File: src/rtl/mealy_mod_stepper_if.sv
// Control/status bundle for mealy_mod_stepper: controller drives the
// step controls, the stepper returns tick, state and the decoded display.
interface mealy_mod_stepper_if #(
    parameter int unsigned STATE_W = 4
);
    logic               en;
    logic               dir;
    logic               in;
    logic               load;
    logic [STATE_W-1:0] load_val;
    logic               tick;
    logic [STATE_W-1:0] state_q;
    logic               wrap;
    logic [STATE_W-1:0] mealy_val;
    logic [6:0]         seg;

    modport master (
        output en, dir, in, load, load_val,
        input  tick, state_q, wrap, mealy_val, seg
    );

    modport slave (
        input  en, dir, in, load, load_val,
        output tick, state_q, wrap, mealy_val, seg
    );
endinterface

File: src/rtl/mealy_mod_stepper.sv
// Modulo up/down stepper advanced by a clock-enable prescaler; Mealy output
// gated by the synchronised input and shown on an active-low 7-seg decoder.
module mealy_mod_stepper #(
    parameter int unsigned MODULUS   = 6,
    parameter int unsigned STEP0     = 1,
    parameter int unsigned STEP1     = 3,
    parameter int unsigned DIV_COUNT = 25000000,
    parameter int unsigned STATE_W   = 4
) (
    input  logic                 clk,
    input  logic                 reset,
    mealy_mod_stepper_if.slave   bus
);
    localparam int unsigned CNT_W = (DIV_COUNT < 1) ? 1 : $clog2(DIV_COUNT + 1);
    localparam int unsigned AW    = STATE_W + 1;

    localparam logic [CNT_W-1:0]   CNT_TC  = CNT_W'(DIV_COUNT);
    localparam logic [AW-1:0]      MOD_A   = AW'(MODULUS);
    localparam logic [AW-1:0]      STEP0_A = AW'(STEP0);
    localparam logic [AW-1:0]      STEP1_A = AW'(STEP1);
    localparam logic [STATE_W-1:0] MAX_S   = STATE_W'(MODULUS - 1);

    logic [CNT_W-1:0]   r_cnt;
    logic               r_tick;
    logic               r_sync1;
    logic               r_sync2;
    logic [STATE_W-1:0] r_state;
    logic               r_wrap;

    logic               w_in_s;
    logic [AW-1:0]      w_cur;
    logic [AW-1:0]      w_step;
    logic [AW-1:0]      w_sum;
    logic [AW-1:0]      w_diff;
    logic [STATE_W-1:0] w_next;
    logic               w_next_wrap;
    logic [STATE_W-1:0] w_load_clamped;
    logic [STATE_W-1:0] w_mealy;
    logic [3:0]         w_digit;
    logic [6:0]         w_seg;

    assign w_in_s = r_sync2;

    // Prescaler: tick is a one-cycle pulse after the terminal count
    always_ff @(posedge clk or negedge reset) begin
        if (!reset) begin
            r_cnt  <= '0;
            r_tick <= 1'b0;
        end else if (bus.en) begin
            if (r_cnt == CNT_TC) begin
                r_cnt  <= '0;
                r_tick <= 1'b1;
            end else begin
                r_cnt  <= r_cnt + CNT_W'(1);
                r_tick <= 1'b0;
            end
        end else begin
            r_tick <= 1'b0;
        end
    end

    always_ff @(posedge clk or negedge reset) begin
        if (!reset) begin
            r_sync1 <= 1'b0;
            r_sync2 <= 1'b0;
        end else begin
            r_sync1 <= bus.in;
            r_sync2 <= r_sync1;
        end
    end

    // Next-state arithmetic one bit wider than the state so MODULUS=16 fits
    always_comb begin
        w_cur       = {1'b0, r_state};
        w_step      = w_in_s ? STEP1_A : STEP0_A;
        w_sum       = w_cur + w_step;
        w_diff      = w_cur + MOD_A - w_step;
        w_next      = r_state;
        w_next_wrap = 1'b0;
        if (!bus.dir) begin
            if (w_sum >= MOD_A) begin
                w_next      = STATE_W'(w_sum - MOD_A);
                w_next_wrap = 1'b1;
            end else begin
                w_next      = STATE_W'(w_sum);
            end
        end else begin
            if (w_cur < w_step) begin
                w_next      = STATE_W'(w_diff);
                w_next_wrap = 1'b1;
            end else begin
                w_next      = STATE_W'(w_cur - w_step);
            end
        end
    end

    assign w_load_clamped = ({1'b0, bus.load_val} >= MOD_A) ? MAX_S : bus.load_val;

    // Load wins over a coincident tick and never reports a wrap
    always_ff @(posedge clk or negedge reset) begin
        if (!reset) begin
            r_state <= '0;
            r_wrap  <= 1'b0;
        end else if (bus.load) begin
            r_state <= w_load_clamped;
            r_wrap  <= 1'b0;
        end else if (r_tick && bus.en) begin
            r_state <= w_next;
            r_wrap  <= w_next_wrap;
        end else begin
            r_wrap  <= 1'b0;
        end
    end

    assign w_mealy = w_in_s ? r_state : '0;
    assign w_digit = 4'(w_mealy);

    // Active-low segments {a,b,c,d,e,f,g}
    always_comb begin
        w_seg = 7'b1111111;
        case (w_digit)
            4'h0: w_seg = 7'b0000001;
            4'h1: w_seg = 7'b1001111;
            4'h2: w_seg = 7'b0010010;
            4'h3: w_seg = 7'b0000110;
            4'h4: w_seg = 7'b1001100;
            4'h5: w_seg = 7'b0100100;
            4'h6: w_seg = 7'b0100000;
            4'h7: w_seg = 7'b0001111;
            4'h8: w_seg = 7'b0000000;
            4'h9: w_seg = 7'b0000100;
            4'hA: w_seg = 7'b0001000;
            4'hB: w_seg = 7'b1100000;
            4'hC: w_seg = 7'b0110001;
            4'hD: w_seg = 7'b1000010;
            4'hE: w_seg = 7'b0110000;
            4'hF: w_seg = 7'b0111000;
            default: w_seg = 7'b1111111;
        endcase
    end

    assign bus.tick      = r_tick;
    assign bus.state_q   = r_state;
    assign bus.wrap      = r_wrap;
    assign bus.mealy_val = w_mealy;
    assign bus.seg       = w_seg;
endmodule

File: src/flat_wrapper.sv
// flat-port wrapper written by rule: the top's interface ports become plain ports
module mealy_mod_stepper_flat 
#(
    parameter int unsigned MODULUS   = 6,
    parameter int unsigned STEP0     = 1,
    parameter int unsigned STEP1     = 3,
    parameter int unsigned DIV_COUNT = 25000000,
    parameter int unsigned STATE_W   = 4
)
  (clk, reset, bus_en, bus_dir, bus_in, bus_load, bus_load_val, bus_tick, bus_state_q, bus_wrap, bus_mealy_val, bus_seg);
  mealy_mod_stepper_if #(.STATE_W(STATE_W)) bus_i ();
  input  logic clk;
  input  logic reset;
  input wire logic [$bits(bus_i.en)-1:0] bus_en;
  input wire logic [$bits(bus_i.dir)-1:0] bus_dir;
  input wire logic [$bits(bus_i.in)-1:0] bus_in;
  input wire logic [$bits(bus_i.load)-1:0] bus_load;
  input wire logic [$bits(bus_i.load_val)-1:0] bus_load_val;
  output wire logic [$bits(bus_i.tick)-1:0] bus_tick;
  output wire logic [$bits(bus_i.state_q)-1:0] bus_state_q;
  output wire logic [$bits(bus_i.wrap)-1:0] bus_wrap;
  output wire logic [$bits(bus_i.mealy_val)-1:0] bus_mealy_val;
  output wire logic [$bits(bus_i.seg)-1:0] bus_seg;
  assign bus_i.en = bus_en;
  assign bus_i.dir = bus_dir;
  assign bus_i.in = bus_in;
  assign bus_i.load = bus_load;
  assign bus_i.load_val = bus_load_val;
  assign bus_tick = bus_i.tick;
  assign bus_state_q = bus_i.state_q;
  assign bus_wrap = bus_i.wrap;
  assign bus_mealy_val = bus_i.mealy_val;
  assign bus_seg = bus_i.seg;
  mealy_mod_stepper #(.MODULUS(MODULUS), .STEP0(STEP0), .STEP1(STEP1), .DIV_COUNT(DIV_COUNT), .STATE_W(STATE_W)) u_core (.clk(clk), .reset(reset), .bus(bus_i));
endmodule
File: config.mk
export PLATFORM = sky130hd
export DESIGN_NAME = mealy_mod_stepper_flat
export DESIGN_NICKNAME = d
export VERILOG_FILES = /design/src/rtl/mealy_mod_stepper_if.sv /design/src/rtl/mealy_mod_stepper.sv /design/src/flat_wrapper.sv
export SDC_FILE = /design/constraint.sdc
export NUM_CORES = 1
export LEC_CHECK = 0
export CORE_MARGIN = 4
export CORE_UTILIZATION = 25
export DETAILED_ROUTE_END_ITERATION = 8
export DONT_BUFFER_PORTS = 1
export PLACE_DENSITY = 0.36
export SETUP_SLACK_MARGIN = 0.1
export SLEW_MARGIN = 15
export SYNTH_ARGS = -nofsm -noshare
export SYNTH_HDL_FRONTEND = slang
export SYNTH_SLANG_ARGS = --single-unit
File: constraint.sdc
create_clock -name clk -period 2.5 [get_ports clk]
set_clock_uncertainty 0.2 [all_clocks]
set_input_delay 0.25 -clock clk [delete_from_list [all_inputs] [get_ports clk]]
set_output_delay 0.25 -clock clk [all_outputs]
set_load 0.1 [all_outputs]
==> flow_summary.yaml <==
worst_setup_path:
  cp_slowest_stage_delay_ps: 510
  start_kind: "flip-flop"
  slowest_stage: "dfrtp_4"
  r2r_cells: 10
  cp_top_family: "flip-flops"
  required_ps: 2050
  worstPathArrival_ps: 2030
  crit_path_cell_trace: "buf_6 > ha_4 > ha_4 > mux4_2 > buf_12"
  critPathCaptureType: "output pin"
  crit_fanout: 7
  cp_common_cell: "ha_4"
  crit_type: "flip-flop to output pin"
  cp.depth: 5
  path_buf_inv: 2
layout:
  diodes: 0
  design.final.nets: 353
  utilization_pct: 36.4
  drive_gt1_share_pct: 33.5
  fin_cells: 461
  syn_to_final_growth_pct: 42.2
placement:
  gp_congestion: 0.765
  pre_cts_slack_ps: 23.5
  dp.final_hpwl_um: 5200
  placed_cells: 429
  portBuffers: 0
global_routing:
  grt_max_degree: 34
  track_usage_pct: 13.0
  antenna_found_initial: 0
  grt_pass1_vias: 2329
  grt-ovfl-total: 0
  grt_pass1_wl_um: 12100
pwr:
  p_leak_uw: 0.00137
  power.density_nw_per_um2: 505
  vdd_drop_max_mv: 0.183
logic_synthesis:
  synth_warnings: 0
  ys_async_sr_fraction_pct: 100
  synth_edf_count: 0
  synth_seq_area_share_pct: 33.1
  synth.area.top_cells: "dfrtp_1 (33%), ha_1 (6.5%), inv_1 (3.0%)"
  netlist_instances: 277
  synth_common_cells: "dfrtp_1 (33), inv_1 (20), nand2_1 (20)"
  synth_cell_types: 61
  yosys.area.top_type: "dfrtp_1"
  synth_top_cell_area_share_pct: 33.1
  synth_most_common_cell: "dfrtp_1"
  synthFlopType: "dfrtp_1"
  synthesis.area_um2: 2490
  avgSynthCellArea_um2: 9.00
  synth-seq-cells: 33
  syn_nets: 303
timing:
  setup_viol: 0
  slew_viol_final: 0
  fin_crit_sh_pct: 99.3
  rsz0062_at_grt: "true"
  fin_crit_ps: 2480
  setup_ws_ps: 18.2
  timing.slew.headroom_pct: 41.8
  final_hold_viol_count: 12
  holdWs_ps: -145
  max_freq_mhz: 403
  worst_pin_slew_ps: 874
die:
  io_pins: 27
  die_height_um: 108
  dieArea_um2: 11600
  coreArea_um2: 9730
  start_util_pct: 25.6
  rows: 36
  die_w_um: 108
clock_network:
  holdBufCountCts: 7
  cts_root_buffer: "clkbuf_8"
  clock-sinks: 33
  htreeDepth: 2
  clk_path_buf_depth: 2
  insertion_delay_ps: 300
  tritoncts: "yes"
  clkTransAtPathRegs_ps: 80
  numCtsBuffers: 5
run_status:
  outcome: "complete, but fails checks"
  failed_checks: "hold timing"
hold_path:
  holdPathStages: 1
  hp-class: "input port to flip-flop"
detailed_routing:
  drt_wl_total_um: 7250
  wl_per_cell_um: 15.7
  antenna_left: 0
  drc: 0
  detail_route.vias_per_cell: 5.00
  dr.pass1.iters: 4
  drtIter0Drc: 56
  vias: 2303
flow_run:
  maxCapViolCount: 0
cell type report:
class	instances	area, um2
fillers	1025	6190
multi-input cells	211	1780
flip-flops and latches	33	842
repair buffers	56	579
well taps	133	166
inverters	20	90.1
clock buffers	6	72.6
clock inverters	2	10.0
power by group:
group	switching (uW)	internal (uW)
clock	206	193
combinational	413	310
sequential	80.4	586
sequential cells by signal (all words and copies together), names as in the netlist:
| register | count |
|---|---|
| u_core.r_cnt | 25 |
| u_core.bus.tick | 1 |
| u_core.r_sync2 | 1 |
| u_core.r_sync1 | 1 |
| u_core.bus.state_q | 4 |
| u_core.bus.wrap | 1 |
routing by layer:
metal	part of all wire, %	up-vias	wire [um]	track usage [%]
li1	-	1133	-	-
met1	44	1140	3170	15.8
met2	52	24	3800	23.8
met3	2.7	6	195	1.98
met4	1.0	0	76	3.25
met5	0	-	0	0
what timing repair did:
| action | CTS | global route |
|---|---|---|
| hold endpoints to repair | 51 | 11 |
| endpoints found under the setup margin | 10 | 12 |
| setup buffers | 15 | 2 |
| pin swaps | 10 | 10 |
| resized for setup | 16 | 15 |
final timing paths:
| check | to | slack [ps] | start |
|---|---|---|---|
| max in group asynchronous | u_core.r_sync2 | 1690 | reset |
| min in group asynchronous | u_core.bus.state_q[3] | 200 | reset |
| hold reg to reg | u_core.r_sync2 | 170 | u_core.r_sync1 |
| setup reg to reg | u_core.bus.state_q[2] | 80 | u_core.bus.state_q[1] |
| hold / removal | u_core.r_cnt[0] | -150 | bus_en |
| setup / recovery | bus_seg[3] | 20 | u_core.bus.state_q[1] |
layout by cell type (no fill, tap or decap), drive strengths merged, types with 10 or more instances in the layout:
cell   instances
a21oi         11
buf           50
dfrtp         33
ha            13
inv           18
nand2         20
nand3         14
nand4         10
nor2          18
o21ai         13
cell families (layout without fill, tap and decap cells):
family | Yosys count | after routing | share of synthesized area (%)
xor+xnor | 10 | 10 | 3.51
buf+inv | 33 | 84 | 5.02
mux | 8 | 8 | 3.77
fa+ha+maj | 16 | 16 | 8.94
compound gates | 70 | 70 | 19.5
simple gates | 107 | 107 | 26.2
flops | 33 | 33 | 33.1
stage by stage:
step	hold slack (ps)	total power (uW)	area (um2)	TNS, ps
2_1_floorplan	-246	1110	2670	-2340
3_3_place_gp	-245	1300	3090	0
3_5_place_dp	-245	1290	3090	0
4_1_cts	-154	1790	3470	0
5_1_grt	-153	1900	3540	-60.4
6_report	-145	1790	3540	0
(Power assumes the default switching activity.)
